==> src/rtl/chroma_intra_mode_sched.sv <==
// chroma_intra_mode_sched
//   Sequences the shared 8x8 chroma SAD unit over Cb then Cr, accumulates the
//   per-mode Cb+Cr cost and picks the cheapest H.264 chroma intra mode.
//
// Ports
//   clk, reset          rising-edge clock, synchronous active-high reset
//   start               request a decision (accepted only in IDLE)
//   abort               cancel a running decision, no done pulse
//   sad_v/h/dc          per-mode SADs from the SAD unit (8-bit unsigned)
//   sad_en              one-cycle enable to the SAD unit per component
//   comp_sel            residual source select, 0=Cb 1=Cr
//   busy                operation in flight (cycle after accept .. done cycle)
//   done                one-cycle pulse, results valid
//   best_mode/best_sad  winning mode (0=DC 1=H 2=V) and its cost
//   cost_v/h/dc         Cb+Cr cost per mode
module chroma_intra_mode_sched #(
    parameter int SAD_LAT = 1,
    parameter int ACC_W   = 9
) (
    input  logic             clk,
    input  logic             reset,
    input  logic             start,
    input  logic             abort,
    input  logic [7:0]       sad_v,
    input  logic [7:0]       sad_h,
    input  logic [7:0]       sad_dc,
    output logic             sad_en,
    output logic             comp_sel,
    output logic             busy,
    output logic             done,
    output logic [1:0]       best_mode,
    output logic [ACC_W-1:0] best_sad,
    output logic [ACC_W-1:0] cost_v,
    output logic [ACC_W-1:0] cost_h,
    output logic [ACC_W-1:0] cost_dc
);

    localparam int               CNT_W    = (SAD_LAT > 1) ? $clog2(SAD_LAT) : 1;
    localparam logic [CNT_W-1:0] CNT_LAST = CNT_W'(SAD_LAT - 1);

    localparam logic [1:0] MODE_DC = 2'd0;
    localparam logic [1:0] MODE_H  = 2'd1;
    localparam logic [1:0] MODE_V  = 2'd2;

    typedef enum logic [2:0] {
        IDLE, LOAD_CB, WAIT_CB, LOAD_CR, WAIT_CR, DECIDE, DONE
    } state_t;

    state_t           state;
    logic [CNT_W-1:0] cnt;
    logic [ACC_W-1:0] acc_v, acc_h, acc_dc;
    logic [1:0]       min_mode;
    logic [ACC_W-1:0] min_sad;

    // Start from DC and only displace on strictly lower cost, so ties resolve
    // DC first, then horizontal, then vertical.
    always_comb begin
        min_mode = MODE_DC;
        min_sad  = acc_dc;
        if (acc_h < min_sad) begin
            min_mode = MODE_H;
            min_sad  = acc_h;
        end
        if (acc_v < min_sad) begin
            min_mode = MODE_V;
            min_sad  = acc_v;
        end
    end

    always_ff @(posedge clk) begin
        if (reset) begin
            state     <= IDLE;
            cnt       <= '0;
            acc_v     <= '0;
            acc_h     <= '0;
            acc_dc    <= '0;
            sad_en    <= 1'b0;
            comp_sel  <= 1'b0;
            busy      <= 1'b0;
            done      <= 1'b0;
            best_mode <= '0;
            best_sad  <= '0;
            cost_v    <= '0;
            cost_h    <= '0;
            cost_dc   <= '0;
        end else begin
            sad_en <= 1'b0;
            done   <= 1'b0;
            if (state != IDLE && abort) begin
                // Results are untouched; accumulators are cleared on next start.
                state    <= IDLE;
                busy     <= 1'b0;
                comp_sel <= 1'b0;
            end else begin
                case (state)
                    IDLE: begin
                        if (start) begin
                            state    <= LOAD_CB;
                            sad_en   <= 1'b1;
                            comp_sel <= 1'b0;
                            busy     <= 1'b1;
                            acc_v    <= '0;
                            acc_h    <= '0;
                            acc_dc   <= '0;
                        end
                    end
                    LOAD_CB: begin
                        state <= WAIT_CB;
                        cnt   <= '0;
                    end
                    WAIT_CB: begin
                        if (cnt == CNT_LAST) begin
                            acc_v    <= ACC_W'(sad_v);
                            acc_h    <= ACC_W'(sad_h);
                            acc_dc   <= ACC_W'(sad_dc);
                            state    <= LOAD_CR;
                            sad_en   <= 1'b1;
                            comp_sel <= 1'b1;
                        end else begin
                            cnt <= cnt + 1'b1;
                        end
                    end
                    LOAD_CR: begin
                        state <= WAIT_CR;
                        cnt   <= '0;
                    end
                    WAIT_CR: begin
                        if (cnt == CNT_LAST) begin
                            acc_v    <= acc_v + ACC_W'(sad_v);
                            acc_h    <= acc_h + ACC_W'(sad_h);
                            acc_dc   <= acc_dc + ACC_W'(sad_dc);
                            state    <= DECIDE;
                            comp_sel <= 1'b0;
                        end else begin
                            cnt <= cnt + 1'b1;
                        end
                    end
                    DECIDE: begin
                        cost_v    <= acc_v;
                        cost_h    <= acc_h;
                        cost_dc   <= acc_dc;
                        best_mode <= min_mode;
                        best_sad  <= min_sad;
                        done      <= 1'b1;
                        state     <= DONE;
                    end
                    DONE: begin
                        state <= IDLE;
                        busy  <= 1'b0;
                    end
                    default: begin
                        state <= IDLE;
                        busy  <= 1'b0;
                    end
                endcase
            end
        end
    end

endmodule
==> config.mk <==
export PLATFORM = sky130hd
export DESIGN_NAME = chroma_intra_mode_sched
export DESIGN_NICKNAME = d
export VERILOG_FILES = /design/src/rtl/chroma_intra_mode_sched.sv
export SDC_FILE = /design/constraint.sdc
export NUM_CORES = 1
export LEC_CHECK = 0
export ABC_AREA = 1
export CAP_MARGIN = 10
export CORE_MARGIN = 3
export CORE_UTILIZATION = 40
export CTS_CLUSTER_DIAMETER = 40
export DETAILED_ROUTE_END_ITERATION = 8
export MAX_ROUTING_LAYER = met4
export PLACE_DENSITY = 0.7
export RECOVER_POWER = 25
export SLEW_MARGIN = 20
export SYNTH_ARGS = -nofsm -noshare
export SYNTH_HDL_FRONTEND = slang
export SYNTH_SLANG_ARGS = --single-unit
==> constraint.sdc <==
create_clock -name clk -period 8.2 [get_ports clk]
set_input_delay 2.46 -clock clk [delete_from_list [all_inputs] [get_ports clk]]
set_output_delay 2.46 -clock clk [all_outputs]
set_load 0.01 [all_outputs]
[Word-level counts from Yosys, hierarchy flattened]
Cells that the tools add are included.
Storage, ports and cells
  bits in registers: 73
  output and inout bits: 42
Cells by class
  $add $sub $neg: 4
  magnitude comparators: 2
  eq/ne operators: 8
  mux-type cells: 30
  bitwise gates (word level): 2
  reduce and logical (&&, ||, !) cells: 15
Operator list (count)
  two-way mux 9 bit: 9
  case mux 9 bit (3 select lines): 3
  adder 9 x 8 -> 9 bit: 3
  less-than comparator 9 bit: 2
  case mux 3 bit (6 select lines): 1
  two-way mux 1 bit: 9
  two-way mux 3 bit: 3
  == test 3 x 2 -> 1 bit (second input constant): 2
  == test 3 bit (second input constant): 2
  != test 2 bit (second input constant): 3
  case mux 1 bit (2 select lines): 3
  AND reduction 2 bit: 3
  nonzero test 3 bit: 2
  OR reduction 2 bit: 3
  AND reduction 5 bit: 1
  OR reduction 5 bit: 1
  AND reduction 4 bit: 1
  == test 3 x 1 -> 1 bit (second input constant): 1
  logical NOT 3 bit: 1
  case mux 1 bit (3 select lines): 1
  AND reduction 3 bit: 1
  two-way mux 2 bit: 1
  inverter 1 bit: 2
  nonzero test 2 bit: 1
  2 further kinds: 2

[Longest topological paths before layout]
  depth in word-level cells: 4
  depth in mapped cells: 22
  depth with buffers taken out: 21

[Worst setup path before layout]
Ideal clock, no wire load.
  path type: input-to-reg
  from: input sad_v[0]
  to: register acc_v[6]
  arrival time: 3.762 ns
  required time: 8.078 ns
  slack: 4.317 ns
  cell stages on the path: 12
  path through: ha_1 > inv_1 > fa_1 > inv_1 > a21oi_1 > o21ai_0 > nand2_1 > nand2_1 > a21o_1 > a21oi_1 > o21ai_0 > a21oi_1
On the way
  longest elaborated chain between the ends: 3
Ends and longest elaborated chain
  start, declared: RTL line 24  | input logic [7:0] sad_v,
  adder 9 x 8 -> 9 bit: RTL line 129  | acc_v <= acc_v + ACC_W'(sad_v);
  two-way mux 9 bit: RTL line 128  | if (cnt == CNT_LAST) begin
  case mux 9 bit (3 select lines): RTL line 95  | case (state)
  end signal, assigned: RTL line 113  | acc_v <= ACC_W'(sad_v);
  end signal, assigned: RTL line 129
  end, declared: RTL line 51  | logic [ACC_W-1:0] acc_v, acc_h, acc_dc;
No other way between the ends. The select of a mux whose other input is x is not followed.
A chain may end at the register's enable or synchronous reset.

==> flow_summary.ini <==
[clocking]
cts_buffers = 9
clk_latency_ns = 0.35
clockRootBuffer = clkbuf_8
cts-hold-fix-buffers = 0
clk_path_buf_depth = 2
cts.clk_slew.worst_paths_ns = 0.08
numClockSinks = 72
post-cts-setup-buffers = 0
htree_num_levels = 3
tritoncts = done
ctsResizeCount = 0

[drt]
routed_wl_um = 11100
wl_per_cell_um = 14.1
route.detailed.drc = 0
num_vias = 4083
ant_nets = 0
drt-initial-drc-count = 201
firstDrtPassIters = 5
via_per_inst = 5.19

[timing]
setup_viol = 0
tns_ns = 0
tightest_slew_ns = 1.62
drv_slew = 28
period_share_pct = 65.5
max_freq_ghz = 0.186
finalCriticalPeriod_ns = 5.37
relSlewSlack_pct = -8.05
rsz0062_at_grt = no
hold_violations = 0
finClkSkew_ns = 0.0102

[setup_path]
endpoint_kind = flop
cp_common_cell = inv_1
r2r_cells = 16
crit_start = reset
arrival_ns = 5.62
worst-path-max-fanout = 38
crit_end = acc_h[8]
rr_endpoint = best_sad[7]
cpPeakStageDelay_ns = 1.17
r2r_slack_ns = 4.55
cp_slowest_cell = clkbuf_1
path_cells = dlygate4sd3_1, clkbuf_1, inv_1, o21ai_1, inv_1, nand2_1, nor2_1
cp_data_required_time_ns = 8.45
r2r-start = acc_dc[6]
critPathLaunchType = input pin
path_class = in2reg

[job]
maxCapViolCount = 1

[logic_synthesis]
synth_top_family_by_area = compound AO/OA/AOI/OAI gates
synth_mux_area_share_pct = 0
yosysTopAreaCellShare_pct = 33.4
ys_seq_area_share_pct = 33.4
synth_cells = 589
synthAdderAreaFrac_pct = 13.0
ys_types = 31
synthesis.nets = 660
synth-compound-area-share_pct = 23.8
synth_edf_count = 0
async_flop_share_pct = 0
synth.most_common_cell = nand2_1
avgSynthCellArea_sq_um = 7.33
synth_largest_area_cell = dfxtp_1
synth_xor_area_share_pct = 0.608
synthTopCellsByCount = 100 x nand2_1, 82 x a21oi_1, 72 x dfxtp_1, 66 x inv_1, 46 x nor2_1
synth_simple_gate_area_share_pct = 19.6
yosys-top-cells-area = dfxtp_1 33%, ha_1 12%, a21oi_1 9.5%
syn_area_sq_um = 4320
yosys_warnings = 0
synth-main-ff-cell = dfxtp_1
ys_ff_latch = 72

[placement]
place_hpwl_um = 8280
portBuffers = 69
placed_cells = 771
gp_congestion = 0.900

[floorplanning]
io_pins = 70
die_h_um = 110
core_region_area_sq_um = 10400
initial_core_util_pct = 41.5
dieArea_sq_um = 12100
die_w_um = 110
num_rows = 37

[layout]
antenna_cells = 0
area_growth_pct = 22.2
drive_gt1_share_pct = 9.06
num-nets-final = 717
fin_cells = 787

[hold_path]
hold_depth = 2
min_from = busy
hp-class = reg2reg

[global_routing]
grt_pass1_wl_um = 18400
grt_pass1_vias = 4031
gr-usage-all-layers_pct = 20.0
use_met1_pct = 24.6
top_usage_layer = met2
grt_max_degree = 52
grt_use_met2_pct = 31.8
grt_util_met3_pct = 2.99
antenna_found_initial = 0
grt_overflow = 0

[power_and_ir_drop]
power_density_nw_per_um2 = 268
ir_drop_mv = 0.161
p_leak_uw = 0.00231

[run_status]
status = complete, but fails checks
violations = capacitance limit, slew limit
==> kinds of logic (layout without fill, tap and decap cells) <==
family                     count (synthesis)  in the layout
and+or+nand+nor                          193            193
AOI/OAI and AO/OA                        177            177
buffers and inverters                    101            163
DFF                                       72             72
adders and majority gates                 43             43
xor gates and xnor gates                   3              3
==> layout make-up <==
cell class,count,area [sq um]
timing repair buffer,71,702
clock inverter,6,90.1
multi-input combinational,416,2460
fill,1019,5140
clock buffer,10,128
tap,136,170
inverter,76,285
sequential,72,1440
==> registers in the layout (all words and copies together) (netlist names), 3 cells and up <==
name / flops
cost_v: 9
best_sad: 9
cost_dc: 9
cost_h: 9
state: 3
acc_h: 9
acc_dc: 9
acc_v: 9
==> placed cells by master, fill, tap and decap left out, types with 2 or more instances in the layout <==
cell type,count
a211oi_1,5
a21oi_1,82
a21oi_2,9
a221oi_1,3
a221oi_2,6
a22oi_1,3
bufinv_16,2
clkbuf_1,2
clkbuf_8,9
clkdlybuf4s50_1,47
dfxtp_1,72
dlygate4sd3_1,22
fa_1,3
ha_1,40
inv_1,66
inv_2,10
inv_6,2
nand2_1,100
nand2_2,9
nand3_1,21
nand3_2,6
nand3b_1,3
nand4_1,4
nor2_1,46
nor2_2,2
o21ai_0,43
o21ai_1,19
o221ai_1,3
o22ai_1,3
xnor2_1,3
==> critical path, delay by kind of cell <==
| family | cells | cell delay (ns) |
|---|---|---|
| buffers and inverters | 4 | 2.76 |
| AOI/OAI and AO/OA | 1 | 0.27 |
| and+or+nand+nor | 2 | 0.12 |
==> power by group <==
group / internal (uW) / total (uW) / switching [uW]
Clock: 173 / 315 / 142
Combinational: 231 / 675 / 444
Sequential: 384 / 423 / 39.1
==> worst min path at each step <==
stage                     slack (ns)   end
after global placement          0.45  busy
final                           0.45  busy
after CTS                       0.46  busy
after detailed placement        0.45  busy
after global routing            0.48  busy
after floorplan                 0.47  busy
==> routing by layer <==
layer	routed length (um)	up-vias
met5	0	-
met4	390	0
met3	598	34
met2	5100	115
met1	5010	1832
li1	-	2102
==> through the flow <==
| step | instance area (sq um) | hold slack (ns) | power (uW) | utilization [%] | worst slack, ns |
|---|---|---|---|---|---|
| after floorplan | 4320 | 0.470 | 966 | - | 4.32 |
| after global placement | 5060 | 0.448 | 1070 | 48.6 | 3.51 |
| after detailed placement | 5060 | 0.449 | 1100 | 48.6 | 3.45 |
| after CTS | 5280 | 0.461 | 1410 | 50.7 | 3.80 |
| after global routing | 5280 | 0.481 | 1540 | 50.7 | 2.51 |
| final | 5280 | 0.453 | 1410 | 50.7 | 2.83 |
Power figures use the tool's default switching activity.
